==> src/rtl/ahb_bridge_arbiter.sv <==
// ---------------------------------------------------------------------------
// ahb_bridge_arbiter
//
// Round-robin AHB-lite arbiter that lets NUM_MASTERS requesters share the
// single slave port of the AHB-to-APB bridge.
//
// Ownership is tracked twice:
//   owner_r    - address-phase owner (drives m_grant, Haddr/Hwrite/Htrans)
//   dp_owner_r - data-phase owner    (drives Hwdata, receives Hresp)
// Both move only on edges where the bridge reports Hreadyout=1, so a bridge
// wait state freezes the whole bus for every master.
//
// Arbitration on every ready edge:
//   1. keep the owner while it is mid-burst (SEQ) and either its hold budget
//      is not used up or nobody else is asking;
//   2. otherwise scan round-robin from the slot after rr_ptr_r, the owner
//      itself being the last candidate;
//   3. with no request at all, park on the current owner.
//
// Ports
//   Hclk, Hreset      clock, asynchronous active-high reset
//   m_req             per-master bus request
//   m_haddr/m_hwrite/m_htrans/m_hwdata   per-master AHB signals (packed)
//   m_grant           one-hot address-phase grant
//   m_hready          Hreadyout broadcast to every master
//   m_hresp           Hresp for the data-phase owner, 00 for the rest
//   m_hrdata          Hrdata broadcast
//   Haddr/Hwrite/Htrans/Hwdata/Hreadyin   to the bridge
//   Hreadyout/Hresp/Hrdata                from the bridge
// ---------------------------------------------------------------------------
module ahb_bridge_arbiter #(
    parameter int NUM_MASTERS = 2,
    parameter int MAX_HOLD    = 4
) (
    input  logic                        Hclk,
    input  logic                        Hreset,
    input  logic [NUM_MASTERS-1:0]      m_req,
    input  logic [NUM_MASTERS*32-1:0]   m_haddr,
    input  logic [NUM_MASTERS-1:0]      m_hwrite,
    input  logic [NUM_MASTERS*2-1:0]    m_htrans,
    input  logic [NUM_MASTERS*32-1:0]   m_hwdata,
    output logic [NUM_MASTERS-1:0]      m_grant,
    output logic [NUM_MASTERS-1:0]      m_hready,
    output logic [NUM_MASTERS*2-1:0]    m_hresp,
    output logic [31:0]                 m_hrdata,
    output logic [31:0]                 Haddr,
    output logic                        Hwrite,
    output logic [1:0]                  Htrans,
    output logic [31:0]                 Hwdata,
    output logic                        Hreadyin,
    input  logic                        Hreadyout,
    input  logic [1:0]                  Hresp,
    input  logic [31:0]                 Hrdata
);

    // Index width is sized so the padded per-master tables have exactly
    // 2**IW entries; any owner value is then a legal table index.
    localparam int IW = (NUM_MASTERS > 2) ? 2 : 1;
    localparam int NP = 1 << IW;

    typedef logic [IW-1:0] idx_t;

    localparam logic [1:0] HTRANS_IDLE = 2'b00;
    localparam logic [1:0] HTRANS_SEQ  = 2'b11;
    localparam logic [3:0] HOLD_SAT    = 4'hF;
    localparam logic [4:0] HOLD_LIMIT  = 5'(MAX_HOLD);

    // Per-master signals unpacked into padded tables (unused slots are 0).
    logic [31:0] haddr_a_s  [NP];
    logic [31:0] hwdata_a_s [NP];
    logic [1:0]  htrans_a_s [NP];
    logic        hwrite_a_s [NP];
    logic        req_a_s    [NP];

    // Arbitration state.
    idx_t        owner_r;
    idx_t        rr_ptr_r;
    logic [3:0]  hold_cnt_r;
    logic        dp_valid_r;
    idx_t        dp_owner_r;

    // Combinational arbitration results.
    logic        own_req_s;
    logic        others_s;
    logic        hold_ok_s;
    logic        keep_s;
    logic        found_s;
    logic        hit_s;
    idx_t        cand_s;
    idx_t        pick_s;
    idx_t        next_owner_s;
    logic        accept_s;
    logic        grant_chg_s;

    // Address-phase mux results before output.
    logic [31:0] haddr_s;
    logic        hwrite_s;
    logic [1:0]  htrans_s;
    logic [31:0] hwdata_s;

    genvar g;
    generate
        for (g = 0; g < NP; g++) begin : g_unpack
            if (g < NUM_MASTERS) begin : g_real
                assign haddr_a_s[g]  = m_haddr[g*32 +: 32];
                assign hwdata_a_s[g] = m_hwdata[g*32 +: 32];
                assign htrans_a_s[g] = m_htrans[g*2 +: 2];
                assign hwrite_a_s[g] = m_hwrite[g];
                assign req_a_s[g]    = m_req[g];
            end else begin : g_pad
                assign haddr_a_s[g]  = 32'h0000_0000;
                assign hwdata_a_s[g] = 32'h0000_0000;
                assign htrans_a_s[g] = HTRANS_IDLE;
                assign hwrite_a_s[g] = 1'b0;
                assign req_a_s[g]    = 1'b0;
            end
        end
    endgenerate

    // Next-owner selection: burst protection first, then round-robin scan.
    always_comb begin
        own_req_s = req_a_s[owner_r];
        others_s  = 1'b0;
        for (int i = 0; i < NUM_MASTERS; i++) begin
            others_s = others_s | (m_req[i] & (idx_t'(i) != owner_r));
        end

        // The transfer being accepted now would be hold_cnt_r+1.
        hold_ok_s = ({1'b0, hold_cnt_r} + 5'd1) < HOLD_LIMIT;
        keep_s    = own_req_s && (htrans_a_s[owner_r] == HTRANS_SEQ) &&
                    (hold_ok_s || !others_s);

        // Scan (rr_ptr+1) .. rr_ptr; the owner itself comes last. When
        // nobody requests, pick_s stays on the owner, which parks the bus.
        found_s = 1'b0;
        hit_s   = 1'b0;
        cand_s  = owner_r;
        pick_s  = owner_r;
        for (int k = 1; k <= NUM_MASTERS; k++) begin
            cand_s  = idx_t'((int'(rr_ptr_r) + k) % NUM_MASTERS);
            hit_s   = !found_s && req_a_s[cand_s];
            pick_s  = hit_s ? cand_s : pick_s;
            found_s = found_s | hit_s;
        end

        next_owner_s = keep_s ? owner_r : pick_s;
        accept_s     = Hreadyout && htrans_s[1];
        grant_chg_s  = Hreadyout && (next_owner_s != owner_r);
    end

    // Address-phase mux; reset forces the bus quiet in the same cycle.
    always_comb begin
        haddr_s  = 32'h0000_0000;
        hwrite_s = 1'b0;
        htrans_s = HTRANS_IDLE;
        if (Hreset) begin
            haddr_s  = 32'h0000_0000;
            hwrite_s = 1'b0;
            htrans_s = HTRANS_IDLE;
        end else begin
            haddr_s  = haddr_a_s[owner_r];
            hwrite_s = hwrite_a_s[owner_r];
            // A granted master that is not requesting must not start a transfer.
            htrans_s = own_req_s ? htrans_a_s[owner_r] : HTRANS_IDLE;
        end
    end

    // Data-phase write data from the data-phase owner, zero when no data phase.
    always_comb begin
        hwdata_s = 32'h0000_0000;
        if (Hreset || !dp_valid_r) begin
            hwdata_s = 32'h0000_0000;
        end else begin
            hwdata_s = hwdata_a_s[dp_owner_r];
        end
    end

    // Grant decode and response routing.
    always_comb begin
        m_grant = '0;
        m_hresp = '0;
        for (int i = 0; i < NUM_MASTERS; i++) begin
            m_grant[i]        = (owner_r == idx_t'(i));
            m_hresp[i*2 +: 2] = (dp_owner_r == idx_t'(i)) ? Hresp : 2'b00;
        end
    end

    assign Haddr    = haddr_s;
    assign Hwrite   = hwrite_s;
    assign Htrans   = htrans_s;
    assign Hwdata   = hwdata_s;
    assign Hreadyin = Hreadyout;
    assign m_hready = {NUM_MASTERS{Hreadyout}};
    assign m_hrdata = Hrdata;

    // Ownership, round-robin pointer, hold counter and data-phase tracking;
    // everything freezes while the bridge inserts wait states.
    always_ff @(posedge Hclk or posedge Hreset) begin
        if (Hreset) begin
            owner_r    <= '0;
            rr_ptr_r   <= '0;
            hold_cnt_r <= 4'd0;
            dp_valid_r <= 1'b0;
            dp_owner_r <= '0;
        end else if (Hreadyout) begin
            owner_r    <= next_owner_s;
            dp_valid_r <= accept_s;
            dp_owner_r <= owner_r;
            if (grant_chg_s) begin
                rr_ptr_r   <= next_owner_s;
                hold_cnt_r <= 4'd0;
            end else if (accept_s && (hold_cnt_r != HOLD_SAT)) begin
                rr_ptr_r   <= rr_ptr_r;
                hold_cnt_r <= hold_cnt_r + 4'd1;
            end else begin
                rr_ptr_r   <= rr_ptr_r;
                hold_cnt_r <= hold_cnt_r;
            end
        end else begin
            owner_r    <= owner_r;
            rr_ptr_r   <= rr_ptr_r;
            hold_cnt_r <= hold_cnt_r;
            dp_valid_r <= dp_valid_r;
            dp_owner_r <= dp_owner_r;
        end
    end

endmodule
==> config.mk <==
export PLATFORM = sky130hd
export DESIGN_NAME = ahb_bridge_arbiter
export DESIGN_NICKNAME = d
export VERILOG_FILES = /design/src/rtl/ahb_bridge_arbiter.sv
export SDC_FILE = /design/constraint.sdc
export NUM_CORES = 1
export LEC_CHECK = 0
export CORE_AREA = 2 2 110 112
export CTS_CLUSTER_SIZE = 28
export DETAILED_ROUTE_END_ITERATION = 6
export DIE_AREA = 0 0 112 114
export SYNTH_ARGS = -nofsm -noshare
export SYNTH_HDL_FRONTEND = slang
export SYNTH_SLANG_ARGS = --single-unit
==> constraint.sdc <==
create_clock -name Hclk -period 2.4 [get_ports Hclk]
set_input_delay 0.48 -clock Hclk [delete_from_list [all_inputs] [get_ports Hclk]]
set_output_delay 0.48 -clock Hclk [all_outputs]
set_load 0.03 [all_outputs]
## Yosys cells after proc, flatten, opt, wreduce, memory -nomap -nowiden

Index checks and enable logic that the tools add are counted.
W data, S select, Z words.

- Output and inout port bits: 108
- Memory bits (writable): 0
- Register bits after elaboration: 8
- Bits in latches: 0
- Bits in read-only memories: 0
- Memories kept: 0
- Word-level logic and storage cells: 72

- Shift-type cells: 0
- Reductions and logical operators: 14
- Multiply operators: 0
- Bitwise gates (word level): 8
- Muxes and demuxes: 33
- $add $sub $neg: 4
- $lt $le $gt $ge: 5
- Eq/ne operators: 3
- Div/mod/pow operators: 0

Operator list:

| operator | count |
|---|---|
| $mux W32 | 8 |
| $mux W1 | 16 |
| $mux W2 | 7 |
| $ge A2 B2 Y1 const B | 4 |
| $mux W4 | 2 |
| $not A1 Y2 | 4 |
| $logic_and A1 B1 Y1 | 6 |
| $add A4 B1 Y5 const B | 1 |
| $lt A5 B3 Y1 const B | 1 |
| $add A4 B1 Y4 const B | 1 |
| $ne A4 B4 Y1 const B | 1 |
| $reduce_and A2 Y1 | 2 |
| $logic_not A1 Y1 | 3 |
| $add A1 B1 Y1 const B | 2 |
| $and A1 B1 Y1 | 2 |
| $eq A2 B2 Y1 const B | 1 |
| $logic_or A1 B1 Y1 | 2 |
| $reduce_bool A2 Y1 | 1 |
| $ne A1 B1 Y1 | 1 |
| $not A1 Y1 | 1 |
| $or A1 B1 Y1 | 1 |

## Depth between registers and ports, before layout

Gate-level depths: netlist (run 1).

- Depth in word-level cells: 13
- Depth in mapped cells: 5
- Gate-level depth less buffers: 5

## Least setup slack after synthesis (run 1)

Ideal clock, no wire load.

- Kind: input-to-output
- From: input Hreset
- To: output Hwdata[10]
- Slack: 0.233 ns
- Stages on the path: 5
- Data arrival time: 1.687 ns
- Cell sequence: clkbuf_1 inv_1 nand2_1 buf_1 nor2_1

- Word-level cells in the longest chain between the ends: 2

Ends and longest elaborated chain:

| what | RTL line | text |
|---|---|---|
| start, declared | 36 | `input logic Hreset,` |
| $logic_or A1 B1 Y1 | 171 | `if (Hreset \|\| !dp_valid_r) begin` |
| $mux W32 | 171 |  |
| end, declared | 49 | `output logic [31:0] Hwdata,` |

No other way between the ends.

## Final worst setup path (run 1)

- From: input Hresp[1]
- To: output m_hresp[1]

- Word-level cells in the longest chain between the ends: 1

Ends and longest elaborated chain:

| what | RTL line | text |
|---|---|---|
| start, declared | 52 | `input logic [1:0] Hresp,` |
| $mux W2 | 184 | `m_hresp[i*2 +: 2] = (dp_owner_r == idx_t'(i)) ? Hresp : 2'b00;` |
| end, declared | 44 | `output logic [NUM_MASTERS*2-1:0] m_hresp,` |

No other way between the ends.

==> results of run 1 <==
## through the flow
stage | std cells | utilization | instance area [µm²]
after floorplan | 243 | - | 1820
after global placement | 564 | 0.324 | 3790
after detailed placement | 564 | 0.324 | 3790
after CTS | 568 | 0.331 | 3870
after global routing | 568 | 0.331 | 3870
final | 568 | 0.331 | 3870
## cell type report
type	instances	area share
clock buffers	4	0.0204
inverters	3	0.00291
multi-input cells	179	0.327
flip-flops and latches	8	0.0524
well taps	147	0.0475
repair buffers	227	0.549
## cell usage after synthesis (2+ instances only)
cell type   n  area [µm²]
nand2_1     5        18.8
and2_1      2        12.5
a211o_1     2        17.5
inv_1       3        11.3
nand3_1     2        10.0
mux2i_1    66         661
buf_1       4        15.0
mux2_2      2        22.5
buf_4      36         270
clkbuf_1    5        18.8
a21oi_1     5        25.0
a211oi_1    2        15.0
nor2b_1     3        18.8
dfrtp_1     8         200
buf_2       8        40.0
nor2_1     68         255
## cell usage in the layout (no fill, tap or decap), drive strengths merged, types with 2 or more instances in the layout
cell type / n
dfrtp: 8
nor2b: 3
buf: 83
mux2: 2
nand2b: 2
a21oi: 5
nor2: 68
a211oi: 2
clkbuf: 4
nand2: 5
mux2i: 66
a211o: 2
inv: 3
clkdlybuf4s50: 144
nand3: 2
and2: 2
## where the power goes
part / internal, W / total (W) / switching, W
clock network: 0.000221 / 0.000288 / 0.0000665
registers: 0.000159 / 0.000202 / 0.0000423
logic: 0.000610 / 0.00119 / 0.000584
## per-layer routing
layer,GRT usage,wire length [µm]
met5,0,0
met4,0.0228,40
met3,0.0356,958
met2,0.239,4500
met1,0.124,2960
## registers in the layout (all words and copies together), names as in the netlist
| register | cells |
|---|---|
| dp_owner_r | 1 |
| dp_valid_r | 1 |
| hold_cnt_r | 4 |
| owner_r | 1 |
| rr_ptr_r | 1 |
## cells by family after synthesis
kind of cell,after synthesis,synth area share
xor+xnor,1,0.00481
fa+ha+maj,1,0.00686
mux,68,0.375
buf+inv,56,0.195
flops,8,0.110
compound gates,20,0.0920
simple gates,89,0.217
## worst max path at each step
stage                     startpoint    endpoint  cells after the start
after floorplan               Hreset  Hwdata[10]                      5
final                       Hresp[1]  m_hresp[1]                      3
after detailed placement    Hresp[1]  m_hresp[1]                      3
after global routing        Hresp[1]  m_hresp[1]                      3
after CTS                   Hresp[1]  m_hresp[1]                      3
after global placement      Hresp[1]  m_hresp[1]                      3
## critical path, cell delays in order
cell	delay (ps)
clkdlybuf4s50_1	510
nor2b_1	150
clkdlybuf4s50_1	680
==> flow_summary.json, run 1 <==
{
  "status": "finished clean",
  "hold_viol": 0,
  "tightest_slew_ps": 383,
  "dr.pass1.iters": 4,
  "area_growth_pct": 112,
  "syn_area_mm2": 0.00182,
  "timing.fmax_mhz": 436,
  "crit_arrival_ps": 1810,
  "r2r-start": "hold_cnt_r[0]",
  "synth-edff-count": 0,
  "clk_pin_slew_worst_paths_ps": 40,
  "die_h_um": 114,
  "power_density_mw_per_mm2": 435,
  "clk_latency_ps": 230,
  "postCtsHoldBufs": 0,
  "wl_per_cell_um": 14.9,
  "worst_setup_path_end_kind": "primary output",
  "detail_route.wirelength_um": 8460,
  "period_share": 0.956,
  "initial_core_util": 0.156,
  "synth.avg_cell_area_um2": 7.50,
  "ctsResizeCount": 0,
  "h-tree-depth": 1,
  "fp.dieW_um": 112,
  "drt_iter0_markers": 73,
  "synth.distinct_cells": 38,
  "worst_setup_path_start_kind": "input port",
  "final-max-slew-violation-count": 0,
  "n_antenna_cell": 0,
  "rsz0062_at_grt": "no",
  "worst-path-max-fanout": 2,
  "core_mm2": 0.0117,
  "r2r_slack_ps": 440,
  "fp-row-count": 40,
  "clk_path_buf_depth": 2,
  "grt_pass1_wl_um": 12200,
  "place.port_buffers": 216,
  "place_congestion": 0.776,
  "p_total_w": 0.00168,
  "seqCellArea_um2": 203,
  "layout-drive-gt1-share": 0.223,
  "synth_flop_cell": "dfrtp_1",
  "grt_pass1_vias": 2343,
  "path_class": "input port to primary output",
  "final_nets": 596,
  "whs_path_depth": 1,
  "ff2ff_path_depth": 5,
  "required_ps": 1920,
  "vdd_drop_max_mv": 0.212,
  "layout_setup_ws_ps": 106,
  "cts_tree": "built",
  "netlist_instances": 243,
  "grt.total_usage": 0.120,
  "syn_nets": 417,
  "cts_root_buffer": "clkbuf_16",
  "min_path_type": "flip-flop to flip-flop",
  "overflow": 0,
  "dr_total_vias": 2388,
  "drc": 0,
  "postCtsSetupRepairBufs": 0,
  "hpwl_um": 7310,
  "maxSlewHeadroom": 0.745,
  "finClkSkew_ps": 2.86,
  "min_from": "dp_valid_r",
  "ios": 281,
  "layout_min_cycle_time_ps": 2290,
  "num-fill-cells": 1229,
  "async_flop_share": 1.00,
  "worst_hold_path.endpoint": "dp_valid_r",
  "finalSetupTns_ps": 0,
  "ant_nets": 0,
  "numClockSinks": 8,
  "seq_area_frac_synth": 0.110,
  "fin_hold_ws_ps": 541,
  "ys_warn_count": 0,
  "antenna_found_initial": 0,
  "grt_max_degree": 36,
  "regToRegEndpoint": "hold_cnt_r[3]",
  "cap_violations": 0,
  "vias_per_cell": 4.20,
  "leakage_nw": 1.79,
  "multi_input_area_mm2": 0.00127,
  "ys_ff_latch": 8,
  "die-area_mm2": 0.0128,
  "cts_buffers": 3,
  "pre_cts_slack_ps": 107,
  "setup_viol": 0
}
No activity file was read; power rests on OpenSTA's default activity.
==> run 2: changes to the inputs <==
CORE_AREA = 2 2 107 109   (was 2 2 110 112)
DIE_AREA = 0 0 109 111   (was 0 0 112 114)
DONT_BUFFER_PORTS = 1   (was unset)
==> run 2 against run 1 <==
Against the previous run:
- critical endpoint is now Haddr[15]
- clock-buffer cell count unchanged
- core utilization down 13 points
- sequential share of layout area up 3.9 points
- sequential power about the same
- via count down 24%
- first-iteration DRC count up 5.5%
- total power down 20%
- clock skew down 0.76 ps
- global-route usage down 1.7 points
- clock power about the same
- hold slack worse by 400 ps
==> flow_summary.json, run 2 (synthesis results as in run 1) <==
{
  "status": "finished clean",
  "ff2ff_path_depth": 5,
  "crit_buf_inv": 1,
  "tightest_slew_ps": 557,
  "wl_per_cell_um": 17.6,
  "dr_total_vias": 1811,
  "detail_route.wirelength_um": 7000,
  "timing.fmax_mhz": 460,
  "ant_nets": 0,
  "leakage_nw": 1.10,
  "hold_viol": 0,
  "finClkSkew_ps": 2.10,
  "postCtsHoldBufs": 0,
  "ctsResizeCount": 0,
  "vdd_drop_max_mv": 0.245,
  "die_h_um": 111,
  "layout-drive-gt1-share": 0.280,
  "initial_core_util": 0.165,
  "grt_max_degree": 38,
  "crit_arrival_ps": 1690,
  "mostFrequentLayoutCells": "nor2_1 (68), mux2i_1 (66), buf_4 (58)",
  "worst_setup_path_start_kind": "flip-flop",
  "area_growth_pct": 21.5,
  "cts_root_buffer": "clkbuf_16",
  "hpwl_um": 6070,
  "layout_setup_ws_ps": 227,
  "place_congestion": 0.817,
  "postCtsSetupRepairBufs": 0,
  "drt_iter0_markers": 77,
  "period_share": 0.905,
  "clk_path_buf_depth": 2,
  "grt_pass1_wl_um": 9470,
  "core_mm2": 0.0111,
  "overflow": 0,
  "fp-row-count": 39,
  "layout_min_cycle_time_ps": 2170,
  "pre_cts_slack_ps": 407,
  "place.port_buffers": 0,
  "die-area_mm2": 0.0121,
  "final_nets": 429,
  "antenna_found_initial": 0,
  "maxSlewHeadroom": 0.627,
  "n_antenna_cell": 0,
  "drc": 0,
  "r2r_slack_ps": 410,
  "r2r-start": "hold_cnt_r[0]",
  "grt.total_usage": 0.103,
  "worst_setup_path_end_kind": "primary output",
  "worst-path-max-fanout": 34,
  "grt_pass1_vias": 1766,
  "path_class": "flip-flop to primary output",
  "final_common_cell": "nor2_1",
  "critical-path-top-delay-family": "flip-flops",
  "vias_per_cell": 4.56,
  "regToRegEndpoint": "hold_cnt_r[0]",
  "power_density_mw_per_mm2": 609,
  "ios": 281,
  "finalSetupTns_ps": 0,
  "largest-register": "hold_cnt_r",
  "cts_tree": "built",
  "numClockSinks": 8,
  "rsz0062_at_grt": "no",
  "cp_cell_sequence": "buf_12, mux2i_1, nor2_1",
  "largest_reg_flops": 4,
  "utilization": 0.200,
  "dr.pass1.iters": 4,
  "setup_viol": 0,
  "required_ps": 1920,
  "final-max-slew-violation-count": 0,
  "slowest_stage": "dfrtp_2",
  "min_path_type": "input port to asynchronous set/reset pin",
  "cap_violations": 0,
  "cpPeakStageDelay_ps": 600,
  "h-tree-depth": 1,
  "fp.dieW_um": 109,
  "cts_buffers": 3,
  "clk_pin_slew_worst_paths_ps": 40,
  "clk_latency_ps": 230
}
-- run 2: worst max path at each step --
stage / start / end / slack (ps) / cells after the start
after detailed placement: hold_cnt_r[0] / hold_cnt_r[2] / 410 / 5
final: owner_r / Haddr[15] / 230 / 3
after CTS: owner_r / Haddr[15] / 210 / 3
after floorplan: Hreset / Hwdata[10] / 230 / 5
after global routing: owner_r / Haddr[6] / 100 / 3
after global placement: owner_r / Haddr[15] / 490 / 3
-- run 2: power by group --
part / switching [W] / internal [W] / leakage [nW]
clock: 0.0000688 / 0.000222 / 0.0382
combinational: 0.000504 / 0.000352 / 0.960
sequential: 0.0000426 / 0.000159 / 0.0999
total: 0.000615 / 0.000733 / 1.10
-- run 2: final cells by class --
type	count	area [µm²]
clock buffers	4	78.8
fillers	1228	8860
inverters	3	11.3
multi-input cells	179	1270
flip-flops and latches	8	203
well taps	143	179
repair buffers	60	475
-- run 2: per-stage QoR --
stage | power [W] | hold slack (ps) | instances | cell area [µm²]
after global placement | 0.00105 | 372 | 393 | 2140
final | 0.00135 | 137 | 397 | 2210
after CTS | 0.00137 | 133 | 397 | 2210
after floorplan | 0.000986 | 481 | 243 | 1820
after detailed placement | 0.00107 | 380 | 393 | 2140
after global routing | 0.00143 | 144 | 397 | 2210
-- run 2: per-layer routing --
metal | vias up | routed length [µm] | track usage
met5 | - | 0 | 0
met4 | 0 | 108 | 0.0256
met3 | 14 | 818 | 0.0253
met2 | 161 | 3850 | 0.219
met1 | 814 | 2230 | 0.0915
li1 | 822 | - | -
